<file path="src/rtl/seq_detect_param.sv">
// Serial pattern detector with run-time loadable pattern, per-bit overlap
// selection and a saturating hit counter. Match is registered (latency 1).
module seq_detect_param #(
  parameter int               PAT_W   = 3,
  parameter logic [PAT_W-1:0] PAT_RST = 3'b101,
  parameter int               CNT_W   = 8
) (
  input  logic             clk,
  input  logic             reset,
  input  logic             in,
  input  logic             in_valid,
  input  logic             overlap,
  input  logic             pat_load,
  input  logic [PAT_W-1:0] pat_in,
  input  logic             cnt_clr,
  output logic             match,
  output logic [CNT_W-1:0] match_count,
  output logic [PAT_W-1:0] pattern
);

  localparam int FW = $clog2(PAT_W + 1);
  localparam logic [FW-1:0] FILL_FULL = FW'(PAT_W);

  logic [PAT_W-1:0] pattern_q, pattern_d;
  logic [PAT_W-1:0] hist_q, hist_d;
  logic [FW-1:0]    fill_q, fill_d;
  logic             match_q, match_d;
  logic [CNT_W-1:0] cnt_q, cnt_d;

  logic [PAT_W-1:0] hist_shift;
  logic [FW-1:0]    fill_inc;
  logic             hit;

  function automatic logic [CNT_W-1:0] sat_inc(input logic [CNT_W-1:0] v);
    return (&v) ? v : v + CNT_W'(1);
  endfunction

  always_comb begin
    pattern_d  = pattern_q;
    hist_d     = hist_q;
    fill_d     = fill_q;
    match_d    = 1'b0;
    cnt_d      = cnt_q;
    hit        = 1'b0;
    hist_shift = {hist_q[PAT_W-2:0], in};
    fill_inc   = (fill_q == FILL_FULL) ? FILL_FULL : fill_q + FW'(1);

    // A load flushes history and swallows any data bit arriving with it.
    if (pat_load) begin
      pattern_d = pat_in;
      hist_d    = '0;
      fill_d    = '0;
    end else if (in_valid) begin
      hit     = (fill_inc == FILL_FULL) && (hist_shift == pattern_q);
      hist_d  = hist_shift;
      fill_d  = fill_inc;
      match_d = hit;
      if (hit && !overlap) begin
        hist_d = '0;
        fill_d = '0;
      end
    end

    if (cnt_clr) begin
      cnt_d = '0;
    end else if (hit) begin
      cnt_d = sat_inc(cnt_q);
    end
  end

  always_ff @(posedge clk) begin
    if (reset) begin
      pattern_q <= PAT_RST;
      hist_q    <= '0;
      fill_q    <= '0;
      match_q   <= 1'b0;
      cnt_q     <= '0;
    end else begin
      pattern_q <= pattern_d;
      hist_q    <= hist_d;
      fill_q    <= fill_d;
      match_q   <= match_d;
      cnt_q     <= cnt_d;
    end
  end

  assign match       = match_q;
  assign match_count = cnt_q;
  assign pattern     = pattern_q;

endmodule

</file>
<file path="config.mk">
export PLATFORM = sky130hd
export DESIGN_NAME = seq_detect_param
export DESIGN_NICKNAME = d
export VERILOG_FILES = /design/src/rtl/seq_detect_param.sv
export SDC_FILE = /design/constraint.sdc
export NUM_CORES = 1
export LEC_CHECK = 0
export ABC_AREA = 1
export CORE_AREA = 2 2 49 60
export CTS_CLUSTER_DIAMETER = 120
export DETAILED_ROUTE_END_ITERATION = 8
export DIE_AREA = 0 0 51 62
export GPL_ROUTABILITY_DRIVEN = 0
export PLACE_DENSITY = 0.72
export RECOVER_POWER = 50
export SLEW_MARGIN = 10
export SYNTH_ARGS = -nofsm -noshare
export SYNTH_HDL_FRONTEND = slang
export SYNTH_SLANG_ARGS = --single-unit
</file>
<file path="constraint.sdc">
create_clock -name clk -period 2.6 [get_ports clk]
set_input_delay 0.52 -clock clk [delete_from_list [all_inputs] [get_ports clk]]
set_output_delay 0.52 -clock clk [all_outputs]
set_load 0.03 [all_outputs]
</file>
======== Yosys cells after proc, flatten, opt, wreduce, memory -nomap -nowiden ========
Cells that the tools add are included.
word-level totals
  word-level logic and storage cells ...... 23
  output and inout port bits .............. 12
  bits in read-only memories .............. 0
  latch bits .............................. 0
  bits in writable memories ............... 0
  register bits after elaboration ......... 16
  input port bits ......................... 10
  memories ................................ 0
cells by class
  order comparisons ....................... 0
  $add $sub $neg .......................... 2
  shift-type cells ........................ 0
  reduce and logical (&&, ||, !) cells .... 7
  divide/modulo/power cells ............... 0
  eq/ne operators ......................... 3
  multiply operators ...................... 0
  bitwise logic cells ..................... 1
  multiplexer cells ....................... 5
operators with widths
  kind                                          number
  adder 8 x 1 -> 8 bit (second input constant)  1
  AND reduction 8 bit                           1
  2-to-1 mux 2 bit                              3
  equality test 2 bit (second input constant)   2
  OR reduction 2 bit                            2
  equality test 3 bit                           1
  adder 2 x 1 -> 2 bit (second input constant)  1
  logical AND 1 bit                             2
  2-to-1 mux 1 bit                              2
  AND reduction 2 bit                           1
  zero test 1 bit                               1
  NOT 1 bit                                     1

======== Longest topological paths before layout ========
Gate-level depths: netlist (run 1).
  depth after elaboration ................. 7
  depth in mapped cells ................... 9
  depth with buffers taken out ............ 9

======== Worst setup path after synthesis (run 1) ========
Ideal clock, no wire load.
  path kind ............................... flip-flop to flip-flop
  start ................................... register cnt_q[0] (netlist: match_count[0])
  end ..................................... register cnt_q[4] (netlist: match_count[4])
  stages on the path, launching flop included .. 9
  library setup time ...................... 0.114 ns
  path buffers ............................ 0
  data required time ...................... 2.486 ns
  data arrival time ....................... 1.425 ns
  clock period less this slack ............ 1.538 ns
  path slack .............................. 1.062 ns
  cell sequence ........................... dfxtp_1 ha_1 nand2_1 nor2_2 nand3_2 inv_1 nor2_4 nor2_1 nor2_1
between the ends
  word-level cells in the longest chain between the ends .. 3
  elaborated cells on any way between the ends .. 4
  those cells by class .................... 1 x add/sub; 1 x bitwise; 2 x reduce/logical
ends and longest elaborated chain
  element                                                                       RTL line  RTL
  start: declaration                                                            28        logic [CNT_W-1:0] cnt_q, cnt_d;
  start signal: assignment                                                      83        cnt_q <= cnt_d;
  parallel branches: the longest is 3 deep, another holds adder 8 x 1 -> 8 bit  n/a
Several ways; the timed one is not identified.
A chain may end at the register's enable or synchronous reset.

======== Worst setup path in the final report (run 1) ========
  start ................................... input in_valid
  end ..................................... register cnt_q[0] (netlist: match_count[0])
between the ends
  word-level cells in the longest chain between the ends .. 3
ends and longest elaborated chain
  element                        RTL line  RTL
  start: declaration             11        input logic in_valid,
  2-to-1 mux 1 bit               n/a
  2-to-1 mux 1 bit               49        if (pat_load) begin
  AND reduction 2 bit (no line)  n/a
Every way passes these cells.

==> flow_metrics.env, run 1 <==
export IMPL_min_delay_start="pattern[2]"
export IMPL_hold_path_class="reg -> reg"
export IMPL_p_leak_uw=0.000527
export IMPL_r2r_slack_ns=0.98
export IMPL_antenna_left=0
export IMPL_hold_viol_final=0
export IMPL_critical_path_endpoint="match_count[0]"
export IMPL_grt_total_usage=0.140
export IMPL_area_growth_pct=25.6
export IMPL_syn_nets=149
export IMPL_portBuffers=21
export IMPL_drive_above_1_share=0.105
export IMPL_synth_flop_cell="dfxtp_1"
export IMPL_path_clk_slew_ns=0.09
export IMPL_drv_slew=0
export IMPL_num_vias=876
export IMPL_crit_type="in -> reg"
export IMPL_ys_ff_latch=16
export IMPL_synth_area_top_cells="dfxtp_1 (34%), nand2_1 (14%), nor2_1 (9.4%)"
export IMPL_ys_seq_area_frac=0.336
export IMPL_start_util=0.360
export IMPL_cts_setup_buffers=0
export IMPL_worstSetupStartpoint="in_valid"
export IMPL_fp_dieH_um=62
export IMPL_die_w_um=51
export IMPL_dieArea_mm2=0.00316
export IMPL_critPathArrivalTime_ns=2.33
export IMPL_cts_hold_buf=0
export IMPL_dp_hpwl_um=1510
export IMPL_grt_max_degree=10
export IMPL_max_slew_margin=0.554
export IMPL_grt_pass1_wl_um=3350
export IMPL_synth_area_leader_cell="dfxtp_1"
export IMPL_synth_top_cells_by_count="nand2_1 (35), nor2_1 (24), inv_1 (18)"
export IMPL_critPathMaxFanout=8
export IMPL_synth_edf_count=0
export IMPL_syn_area_um2=955
export IMPL_finalWirelength_um=1940
export IMPL_syn_avg_cell_area_um2=6.92
export IMPL_drt_iter0_drc=14
export IMPL_setup_violations_final=0
export IMPL_antenna_found_initial=0
export IMPL_cts_root_buf="clkbuf_4"
export IMPL_fin_ws_ns=0.491
export IMPL_synth_top_area_frac=0.336
export IMPL_rsz0062_at_grt="false"
export IMPL_nNetsFinal=174
export IMPL_finalSetupTns_ns=0
export IMPL_min_period_over_period=0.811
export IMPL_end_kind="flop"
export IMPL_vias_per_cell=4.47
export IMPL_grt_pass1_vias=819
export IMPL_worstPathRequired_ns=2.82
export IMPL_firstDrtPassIters=4
export IMPL_place_inst=192
export IMPL_rows=21
export IMPL_place_ws_ns=0.736
export IMPL_h_tree_depth=1
export IMPL_clk_latency_ns=0.28
export IMPL_netlist_instances=138
export IMPL_n_antenna_cell=0
export IMPL_final_cells=196
export IMPL_fin_skew_ns=0.00138
export IMPL_wl_per_cell_um=9.88
export IMPL_cts_sinks=16
export IMPL_timing_rr_start="pattern[1]"
export IMPL_grt_overflow_total=0
export IMPL_core_mm2=0.00265
export IMPL_maxCapViolations=0
export IMPL_synth_most_common_cell="nand2_1"
export IMPL_peakVddDrop_mv=0.183
export IMPL_synth_cell_type_count=23
export IMPL_cts_buffers=3
export IMPL_ios=22
export IMPL_power_density_mw_per_mm2=399
export IMPL_start_kind="input port"
export IMPL_post_cts_resize_count=0
export IMPL_fin_crit_ns=2.11
export IMPL_post_route_drc_count=0
export IMPL_tightest_slew_ns=0.667
export IMPL_cts_tree="done"
export IMPL_r2r_end="match_count[6]"
export IMPL_async_flop_share=0
export IMPL_hold_ws_ns=0.538
export IMPL_final_util=0.452
export IMPL_fmax_mhz=474
export IMPL_outcome="completed"
export IMPL_yosysWarnings=0
export IMPL_clockBufferDepth=2
export IMPL_rr_worst_depth=8
## metrics by stage
step / power [µW] / instance area (µm²)
4_1_cts: 494 / 1240
3_5_place_dp: 329 / 1200
6_report: 478 / 1200
2_1_floorplan: 301 / 955
3_3_place_gp: 328 / 1200
5_1_grt: 500 / 1200
## cell type report
type | count | area [µm²]
Inverter | 22 | 82.6
Timing Repair Buffer | 21 | 210
Tap cell | 34 | 42.5
Multi-Input combinational cell | 99 | 507
Fill cell | 283 | 1460
Clock buffer | 4 | 36.3
Sequential cell | 16 | 320
## cells by family after synthesis
kind of cell / share of synthesized area
xor gates and xnor gates: 0.0367
AOI/OAI and AO/OA: 0.0813
buffers and inverters: 0.0917
adders and majority gates: 0.0131
DFF: 0.336
and+or+nand+nor: 0.442
## critical path: stages
cell and delay, ns:
dlygate4sd3_1 0.68, inv_1 0.10, nor2_1 0.53, nand3_4 0.13, nor2_1 0.20, nor2_1 0.06
nor2_1 0.10
## state kept, by name (all words and copies together) (netlist names)
signal       flops
match            1
fill_q           2
hist_q           2
pattern          3
match_count      8
## metal layers
layer / routed length [µm] / track usage / vias to the layer above
met4: 12 / 0.0656 / 0
li1: - / - / 477
met2: 893 / 0.243 / 19
met1: 935 / 0.173 / 378
met3: 96 / 0.0215 / 2
met5: 0 / 0 / -
## power by group
group	switching, µW	internal, µW
logic	34.4	26.9
clock network	76.2	85.1
registers	5.33	250
## layout by cell type (no fill, tap or decap), drive strengths merged
master / count
clkdlybuf4s50: 19
o21ai: 6
nand2: 38
nand4: 4
o21bai: 1
nor3: 1
dlygate4sd3: 2
dfxtp: 16
clkbuf: 4
xor2: 3
a21oi: 6
ha: 1
a31oi: 1
nor2: 29
inv: 22
nand3: 8
xnor2: 1
## how the worst min path moves through the flow
stage	endpoint	depth (start not counted)
6_report	pattern[2]	2
4_1_cts	pattern[2]	2
3_5_place_dp	pattern[2]	2
2_1_floorplan	fill_q[0]	3
3_3_place_gp	pattern[2]	2
5_1_grt	match_count[1]	2
No activity file was read; power rests on OpenSTA's default activity.
==> inputs of run 2 (changes only) <==
- PLACE_DENSITY: 0.72 -> 0.74
- clock period: 2.6 -> 1.8 ns (I/O delays scaled with it)
==> run 2 against run 1 <==
Effect of this change:
- routed wire length up 4.4%
- global-route usage rose by 0.23 points
- die area stayed put
- clock-buffer cell count fell by 1
- register-to-register slack got worse by 0.67 ns
- hold slack got worse by 0.0035 ns
- flip-flop and latch count stayed put
- combinational power rose by 59%
- clock skew up 0.0029 ns
- clock power grew 16%
- critical endpoint is now match_count[0]
- largest power group unchanged
- highest routed layer unchanged
==> flow_metrics.env, run 2 (synthesis results as in run 1) <==
export IMPL_path_clk_slew_ns=0.09
export IMPL_setup_violations_final=0
export IMPL_drive_above_1_share=0.134
export IMPL_finalSetupTns_ns=0
export IMPL_finalWirelength_um=2020
export IMPL_end_kind="output port"
export IMPL_nNetsFinal=177
export IMPL_hold_path_class="reg -> reg"
export IMPL_fin_ws_ns=0.0517
export IMPL_cp_buffers_inverters=1
export IMPL_rsz0062_at_grt="false"
export IMPL_place_ws_ns=0.0957
export IMPL_final_common_cell="nand2_1"
export IMPL_maxCapViolations=0
export IMPL_clk_latency_ns=0.28
export IMPL_n_antenna_cell=0
export IMPL_num_fill_cells=269
export IMPL_core_mm2=0.00265
export IMPL_power_density_mw_per_mm2=537
export IMPL_dieArea_mm2=0.00316
export IMPL_cts_setup_buffers=0
export IMPL_grt_pass1_wl_um=3390
export IMPL_critPathMaxFanout=5
export IMPL_firstDrtPassIters=4
export IMPL_start_util=0.360
export IMPL_antenna_found_initial=0
export IMPL_antenna_left=0
export IMPL_portBuffers=21
export IMPL_h_tree_depth=1
export IMPL_final_cell_mix="nand2_1 (35), nor2_1 (24), inv_1 (19), clkdlybuf4s50_1 (18), dfxtp_1 (16)"
export IMPL_num_vias=927
export IMPL_grt_max_degree=9
export IMPL_min_period_over_period=0.971
export IMPL_outcome="completed"
export IMPL_drv_slew=0
export IMPL_peakVddDrop_mv=0.245
export IMPL_cts_root_buf="clkbuf_4"
export IMPL_critPathArrivalTime_ns=1.39
export IMPL_grt_overflow_total=0
export IMPL_grt_pass1_vias=864
export IMPL_ios=22
export IMPL_area_growth_pct=27.4
export IMPL_die_w_um=51
export IMPL_crit_family="buffers and inverters"
export IMPL_largest_reg_flops=8
export IMPL_crit_type="reg -> out"
export IMPL_dp_hpwl_um=1600
export IMPL_final_util=0.458
export IMPL_max_slew_margin=0.715
export IMPL_drt_iter0_drc=12
export IMPL_slowest_delay_ns=0.70
export IMPL_crit_slowest_cell="clkdlybuf4s50_1"
export IMPL_path_cells="clkdlybuf4s50_1"
export IMPL_post_route_drc_count=0
export IMPL_cts_tree="done"
export IMPL_cts_buffers=3
export IMPL_p_leak_uw=0.000539
export IMPL_worstPathRequired_ns=1.44
export IMPL_fp_dieH_um=62
export IMPL_vias_per_cell=4.68
export IMPL_fin_skew_ns=0.00426
export IMPL_fin_crit_ns=1.75
export IMPL_tightest_slew_ns=0.426
export IMPL_rows=21
export IMPL_fmax_mhz=572
export IMPL_cts_sinks=16
export IMPL_hold_viol_final=0
export IMPL_grt_total_usage=0.143
export IMPL_wl_per_cell_um=10.2
export IMPL_clockBufferDepth=2
export IMPL_start_kind="flop"
-- run 2: report_power, final --
group	total, µW	internal (µW)	switching (µW)
Combinational	97.7	43.8	53.9
Clock	187	77.7	110
Sequential	368	361	6.83
Total	653	483	170
-- run 2: final cells by class --
type / count / area (µm²) / share of cell area
Clock buffer: 3 / 22.5 / 0.0185
Inverter: 22 / 82.6 / 0.0679
Timing Repair Buffer: 24 / 220 / 0.181
Sequential cell: 16 / 320 / 0.263
Tap cell: 34 / 42.5 / 0.0350
Multi-Input combinational cell: 99 / 528 / 0.434
-- run 2: path summary, 6_finish.rpt --
check	start	end	slack [ns]	depth (start not counted)
max	match_count[0]	match_count[0]	0.05	1
max reg2reg	match_count[0]	match_count[6]	0.31	8
min reg2reg	pattern[2]	pattern[2]	0.53	2
min	pattern[2]	pattern[2]	0.53	2
-- run 2: routing by layer --
layer	up-vias	part of all wire	GRT usage
met4	0	0.031	0.104
met2	19	0.49	0.262
met3	7	0.029	0.0191
li1	482	-	-
met5	-	0	0
met1	419	0.45	0.151
-- run 2: what timing repair did --
item,in CTS,in global routing
endpoints found under the hold margin,0,0
hold buffers,0,0
resized for setup,0,2
setup endpoints to repair,0,2
-- run 2: per-stage QoR --
step                std cells  hold slack [ns]  area, µm²  total power, µW
finish                    198            0.534       1220              653
global route              198            0.563       1220              690
CTS                       198            0.539       1250              665
detailed placement        195            0.530       1220              478
global placement          195            0.523       1220              476
floorplan                 138            0.432        955              434
